<file path="config.mk">
export PLATFORM = sky130hd
export DESIGN_NAME = operand_unpacker
export DESIGN_NICKNAME = d
export VERILOG_FILES = /design/src/rtl/operand_unpacker.sv
export SDC_FILE = /design/constraint.sdc
export NUM_CORES = 1
export LEC_CHECK = 0
export CORE_AREA = 2 2 120 122
export DETAILED_ROUTE_END_ITERATION = 10
export DIE_AREA = 0 0 122 124
export GPL_ROUTABILITY_DRIVEN = 0
export PLACE_DENSITY = 0.89
export SLEW_MARGIN = 10
export SYNTH_ARGS = -nofsm -noshare
export SYNTH_HDL_FRONTEND = slang
export SYNTH_HIERARCHICAL = 1
export SYNTH_SLANG_ARGS = --single-unit
</file>
<file path="constraint.sdc">
create_clock -name clk -period 1.71 [get_ports clk]
set_clock_uncertainty 0.15 [all_clocks]
set_input_delay 0.171 -clock clk [delete_from_list [all_inputs] [get_ports clk]]
set_output_delay 0.171 -clock clk [all_outputs]
set_load 0.01 [all_outputs]
</file>
<file path="src/rtl/operand_unpacker.sv">
// Two-stage IEEE-754 single-precision operand unpacker with valid/ready flow control.
// Define UNPACKER_SUBNORMAL_NORMALIZE_EN to normalize subnormals; otherwise they flush to zero.

module operand_unpack_lane (
    input  logic        clk,
    input  logic        reset_n,
    input  logic        s1_cap,
    input  logic        s2_cap,
    input  logic [31:0] operand,
    output logic        sign,
    output logic [7:0]  raw_exponent,
    output logic [9:0]  exponent,
    output logic [31:0] fraction,
    output logic [4:0]  cls
);
    logic [7:0]  exp_f;
    logic [22:0] frac_f;
    logic        is_max, is_min, frac_nz;
    logic [4:0]  cls_c;
    logic [31:0] s1_op;
    logic [4:0]  s1_cls;
    logic [7:0]  s1_exp;
    logic [22:0] s1_frac;
    logic [9:0]  exp_c;
    logic [31:0] frac_c;

    assign exp_f   = operand[30:23];
    assign frac_f  = operand[22:0];
    assign is_max  = &exp_f;
    assign is_min  = ~|exp_f;
    assign frac_nz = |frac_f;

    // One-hot {snan, qnan, inf, subnormal, zero}; flushed subnormals also carry the zero bit
`ifdef UNPACKER_SUBNORMAL_NORMALIZE_EN
    assign cls_c = {is_max & frac_nz & ~frac_f[22], is_max & frac_f[22], is_max & ~frac_nz,
                    is_min & frac_nz, is_min & ~frac_nz};
`else
    assign cls_c = {is_max & frac_nz & ~frac_f[22], is_max & frac_f[22], is_max & ~frac_nz,
                    is_min & frac_nz, is_min};
`endif

`ifdef UNPACKER_SUBNORMAL_NORMALIZE_EN
    logic [4:0] lz_c, s1_lz;
    logic       found;

    always_comb begin
        lz_c  = '0;
        found = 1'b0;
        for (int i = 22; i >= 0; i--) begin
            if (!found && frac_f[i]) begin
                lz_c  = 5'(22 - i);
                found = 1'b1;
            end
        end
    end

    always_ff @(posedge clk or negedge reset_n) begin
        if (!reset_n) s1_lz <= '0;
        else if (s1_cap) s1_lz <= lz_c;
    end
`endif

    always_ff @(posedge clk or negedge reset_n) begin
        if (!reset_n) begin
            s1_op  <= '0;
            s1_cls <= '0;
        end else if (s1_cap) begin
            s1_op  <= operand;
            s1_cls <= cls_c;
        end
    end

    assign s1_exp  = s1_op[30:23];
    assign s1_frac = s1_op[22:0];

    // Normal, inf and NaN share the implicit-one layout; exp==0 covers zero and subnormal
    always_comb begin
        exp_c  = {2'b00, s1_exp};
        frac_c = {2'b01, s1_frac, 7'b0};
        if (s1_exp == 8'd0) begin
            exp_c  = '0;
            frac_c = '0;
`ifdef UNPACKER_SUBNORMAL_NORMALIZE_EN
            if (s1_cls[1]) begin
                frac_c = {2'b00, s1_frac, 7'b0} << (s1_lz + 5'd1);
                exp_c  = -{5'b0, s1_lz};
            end
`endif
        end
    end

    always_ff @(posedge clk or negedge reset_n) begin
        if (!reset_n) begin
            sign         <= 1'b0;
            raw_exponent <= '0;
            exponent     <= '0;
            fraction     <= '0;
            cls          <= '0;
        end else if (s2_cap) begin
            sign         <= s1_op[31];
            raw_exponent <= s1_exp;
            exponent     <= exp_c;
            fraction     <= frac_c;
            cls          <= s1_cls;
        end
    end
endmodule

module operand_unpacker (
    input  logic        clk,
    input  logic        reset_n,
    input  logic        in_valid,
    output logic        in_ready,
    input  logic [31:0] operand_a,
    input  logic [31:0] operand_b,
    output logic        out_valid,
    input  logic        out_ready,
    output logic        sign_a,
    output logic        sign_b,
    output logic [7:0]  raw_exponent_a,
    output logic [7:0]  raw_exponent_b,
    output logic [9:0]  exponent_a,
    output logic [9:0]  exponent_b,
    output logic [31:0] fraction_a,
    output logic [31:0] fraction_b,
    output logic [4:0]  class_a,
    output logic [4:0]  class_b
);
    localparam int STAGES    = 2;
    localparam int NUM_LANES = 2;

    logic [STAGES:1]                  vld_pipe;
    logic                             s1_ld, s2_ld, s1_cap, s2_cap;
    logic [NUM_LANES-1:0][31:0]       opnd;
    logic [NUM_LANES-1:0]             sgn;
    logic [NUM_LANES-1:0][7:0]        rexp;
    logic [NUM_LANES-1:0][9:0]        uexp;
    logic [NUM_LANES-1:0][31:0]       ufrac;
    logic [NUM_LANES-1:0][4:0]        ucls;

    // Each stage advances when it is empty or the stage after it is advancing
    assign s2_ld     = !vld_pipe[2] || out_ready;
    assign s1_ld     = !vld_pipe[1] || s2_ld;
    assign in_ready  = s1_ld;
    assign out_valid = vld_pipe[2];
    assign s1_cap    = s1_ld && in_valid;
    assign s2_cap    = s2_ld && vld_pipe[1];

    always_ff @(posedge clk or negedge reset_n) begin
        if (!reset_n) begin
            vld_pipe <= '0;
        end else begin
            if (s1_ld) vld_pipe[1] <= in_valid;
            if (s2_ld) vld_pipe[2] <= vld_pipe[1];
        end
    end

    assign opnd = {operand_b, operand_a};

    for (genvar i = 0; i < NUM_LANES; i++) begin : g_lane
        operand_unpack_lane u_lane (
            .clk          (clk),
            .reset_n      (reset_n),
            .s1_cap       (s1_cap),
            .s2_cap       (s2_cap),
            .operand      (opnd[i]),
            .sign         (sgn[i]),
            .raw_exponent (rexp[i]),
            .exponent     (uexp[i]),
            .fraction     (ufrac[i]),
            .cls          (ucls[i])
        );
    end

    assign sign_a         = sgn[0];
    assign sign_b         = sgn[1];
    assign raw_exponent_a = rexp[0];
    assign raw_exponent_b = rexp[1];
    assign exponent_a     = uexp[0];
    assign exponent_b     = uexp[1];
    assign fraction_a     = ufrac[0];
    assign fraction_b     = ufrac[1];
    assign class_a        = ucls[0];
    assign class_b        = ucls[1];
endmodule

</file>
==> summary.txt <==
Status
  – Run status: finished with violations
  – Failing checks: setup timing

Timing
  – Setup WS post-layout: -7.24 ps
  – FMAX: 582 MHz
  – Tmin final: 1720 ps
  – RSZ-0062 raised after global routing: yes
  – Fin. max-slew vios: 0
  – Post-route clock period utilization: 1.00
  – Final hold vios: 0
  – Final setup violation count: 1

Synth
  – Dominant synthesized flop cell: dfrtp_1
  – Synth cell types: 28
  – Top cells by area, synth: dfrtp_1, mux2_2, a22o_1
  – EDFF count, synth: 0
  – Post-Syn Area: 0.00655 mm^2
  – Top cell type's share of synthesized area: 0.642
  – Register area share after synthesis: 0.642
  – Syn_area_per_cell: 13.6 um^2
  – Post-Syn Instances: 480
  – Post-synth ARST share: 1.00
  – Post-synth top area cell: dfrtp_1
  – Seq cells post-synth: 168
  – Yosys warnings: 6

Drt
  – WL/cell: 18.7 um
  – Drt initial violations: 258
  – Final ANT Viol Nets: 0
  – Via total after detailed routing: 4525
  – Drt drc: 0
  – Pre-antenna DRT Iters: 4
  – Vias per cell: 5.26
  – Routed WL: 16.1 mm

Global routing
  – Largest net degree at the start of global routing: 54
  – First-pass GRT wire length: 24.4 mm
  – Initial antenna violation count: 0
  – Total congestion overflow: 0
  – Gr usage total: 0.213
  – Vias in the first global route: 4663

Clock network
  – CTS tree: done
  – CTS Buf Count: 17
  – Clock Sinks: 168
  – Clk_lat worst skew: 430 ps
  – H-tree depth: 4
  – Worst-case clock buffer depth: 2
  – Reg clk slew, reported paths: 70 ps
  – Clock root cell: clkbuf_16

Critical path
  – CP Max Fanout: 5
  – Crit Path Class: reg -> reg
  – Critical Path, Cell by Cell: buf_4 > nand3b_4 > and2_4 > nand2_1 > nor3_2 > buf_4 > nand2b_1 > o2bb2ai_1
  – CP most frequent cell: buf_4
  – Critical Path RT: 1910 ps
  – R2R depth: 8
  – Stages on the worst setup path: 8
  – Worst path top cell family by delay: simple AND/OR/NAND/NOR gates
  – Crit path DAT: 1920 ps
  – CP startpoint kind: register
  – Slowest cell on the critical path: dfrtp_1
  – CP bufs+invs: 2
  – Slowest stage delay, CP: 390 ps
  – CP Capture Type: register

Job
  – Maxcap violations: 0

Finish
  – Layout Utilization: 0.666
  – Layout area overhead: 39.5%
  – Layout cells sized above 1: 0.234
  – Multi-input logic area: 0.00207 mm^2
  – Layout Nets: 735
  – Filler instances: 940
  – Post-route cell area: 0.00913 mm^2
  – Ant. Diodes: 0
  – Reg area: 0.00420 mm^2

Die
  – Die area: 0.0151 mm^2
  – # IOs: 182
  – Initial Util: 0.477
  – Die extent in y: 124 um
  – Chip width: 122 um
  – Rows: 43
  – Core area: 0.0137 mm^2

Min path
  – Worst hold path class: in -> async

Placed design
  – Placed cell areas: 0.00841 mm^2
  – Half-perimeter wire length after placement: 10.7 mm
  – Port buffer count: 161

Power and ir drop
  – P_leak: 4.22 nW
  – Power density cells: 1210 mW/mm^2
  – Max VDD drop: 0.698 mV
[synthesized netlist by cell type, types with 4 or more instances]
cell type    n
dfrtp_1    168
mux2_2      74
a22o_1      42
inv_1       38
o21ai_0     36
buf_4       22
nand2_1     20
nor4_1      12
a22o_2       8
buf_2        8
clkbuf_1     8
nor3_1       6
nand2b_1     5
buf_6        4
nand4_1      4
o2bb2ai_1    4
[per-stage QoR]
step | hold slack, ps | total power [mW] | worst slack [ps] | instances | setup TNS (ps)
2_1_floorplan | -275 | 6.06 | 65.4 | 498 | 0
3_3_place_gp | -40.8 | 7.36 | -534 | 823 | -36440
3_5_place_dp | -35.6 | 7.47 | -598 | 823 | -42510
4_1_cts | 85.3 | 11.1 | -13.7 | 860 | -78.8
5_1_grt | 90.6 | 11.6 | -124 | 860 | -984
6_report | 77.2 | 11.1 | -7.24 | 860 | -7.24
[path summary, 6_finish.rpt]
path	start	endpoint	slack (ps)
max in group asynchronous	reset_n	g_lane[0].u_lane/raw_exponent[3]	700
worst min register to register	g_lane[1].u_lane/s1_op[21]	g_lane[1].u_lane/fraction[28]	340
min in group clk	operand_a[31]	g_lane[0].u_lane/s1_op[31]	210
worst min-delay path	reset_n	g_lane[1].u_lane/exponent[2]	80
worst max register to register	vld_pipe[2]	g_lane[0].u_lane/s1_cls[4]	-7
worst max-delay path	vld_pipe[2]	g_lane[0].u_lane/s1_cls[4]	-7
[power by group]
group	switching, mW	internal (mW)	total [mW]
Combinational	1.01	1.39	2.40
Clock	1.53	2.08	3.62
Sequential	0.435	4.62	5.06
[flip-flops by register name (all words and copies together) (netlist names)]
| name | flops |
|---|---|
| g_lane.u_lane/cls | 10 |
| g_lane.u_lane/exponent | 16 |
| g_lane.u_lane/fraction | 48 |
| g_lane.u_lane/raw_exponent | 16 |
| g_lane.u_lane/s1_cls | 10 |
| g_lane.u_lane/s1_op | 64 |
| g_lane.u_lane/sign | 2 |
| vld_pipe | 2 |
[logic make-up after synthesis]
| group | count (synthesis) | share of synthesized area |
|---|---|---|
| and+or+nand+nor | 60 | 0.0571 |
| other | 2 | 0.00115 |
| muxes | 74 | 0.127 |
| DFF | 168 | 0.642 |
| buffers and inverters | 82 | 0.0657 |
| AOI/OAI and AO/OA | 94 | 0.107 |
[layout make-up]
class / instances / area share
Clock inverter: 10 / 0.0105
Clock buffer: 22 / 0.0508
Sequential cell: 168 / 0.460
Multi-Input combinational cell: 251 / 0.227
Tap cell: 180 / 0.0247
Inverter: 40 / 0.0164
Timing Repair Buffer: 189 / 0.210
[cell usage in the layout, fill, tap and decap left out, types with 3 or more instances in the layout]
cell type        synthesis  final
dfrtp_1                168    168
clkdlybuf4s50_1          0    139
mux2_2                  74     73
a22o_1                  42     42
inv_1                   38     38
o21ai_0                 36     36
nand2_1                 20     20
conb_1                   2     20
buf_4                   22     20
dlymetal6s2s_1           0     19
clkbuf_16                0     17
nor4_1                  12     12
a22o_2                   8      8
nand2b_1                 5      5
buf_6                    4      5
clkinvlp_4               0      4
a21oi_4                  0      4
nand4_1                  4      4
nor3_1                   6      4
nor4_4                   2      4
clkbuf_1                 8      3
o2bb2ai_1                4      3
buf_12                   0      3
[layer usage]
layer / wire length, um / track usage / vias to the layer above
li1: - / - / 2034
met1: 6800 / 0.269 / 2292
met2: 7940 / 0.345 / 174
met3: 1160 / 0.0710 / 25
met4: 220 / 0.0783 / 0
met5: 0 / 0 / -
[repair_timing]
item,in CTS,in global routing
hold buffers,1,0
pin swaps,1,4
resized for setup,10,28
buffers inserted,1,0
endpoints found under the hold margin,168,0
gates cloned,3,0
endpoints found under the setup margin,76,101
Note: power is estimated with default switching activity, not from simulation.
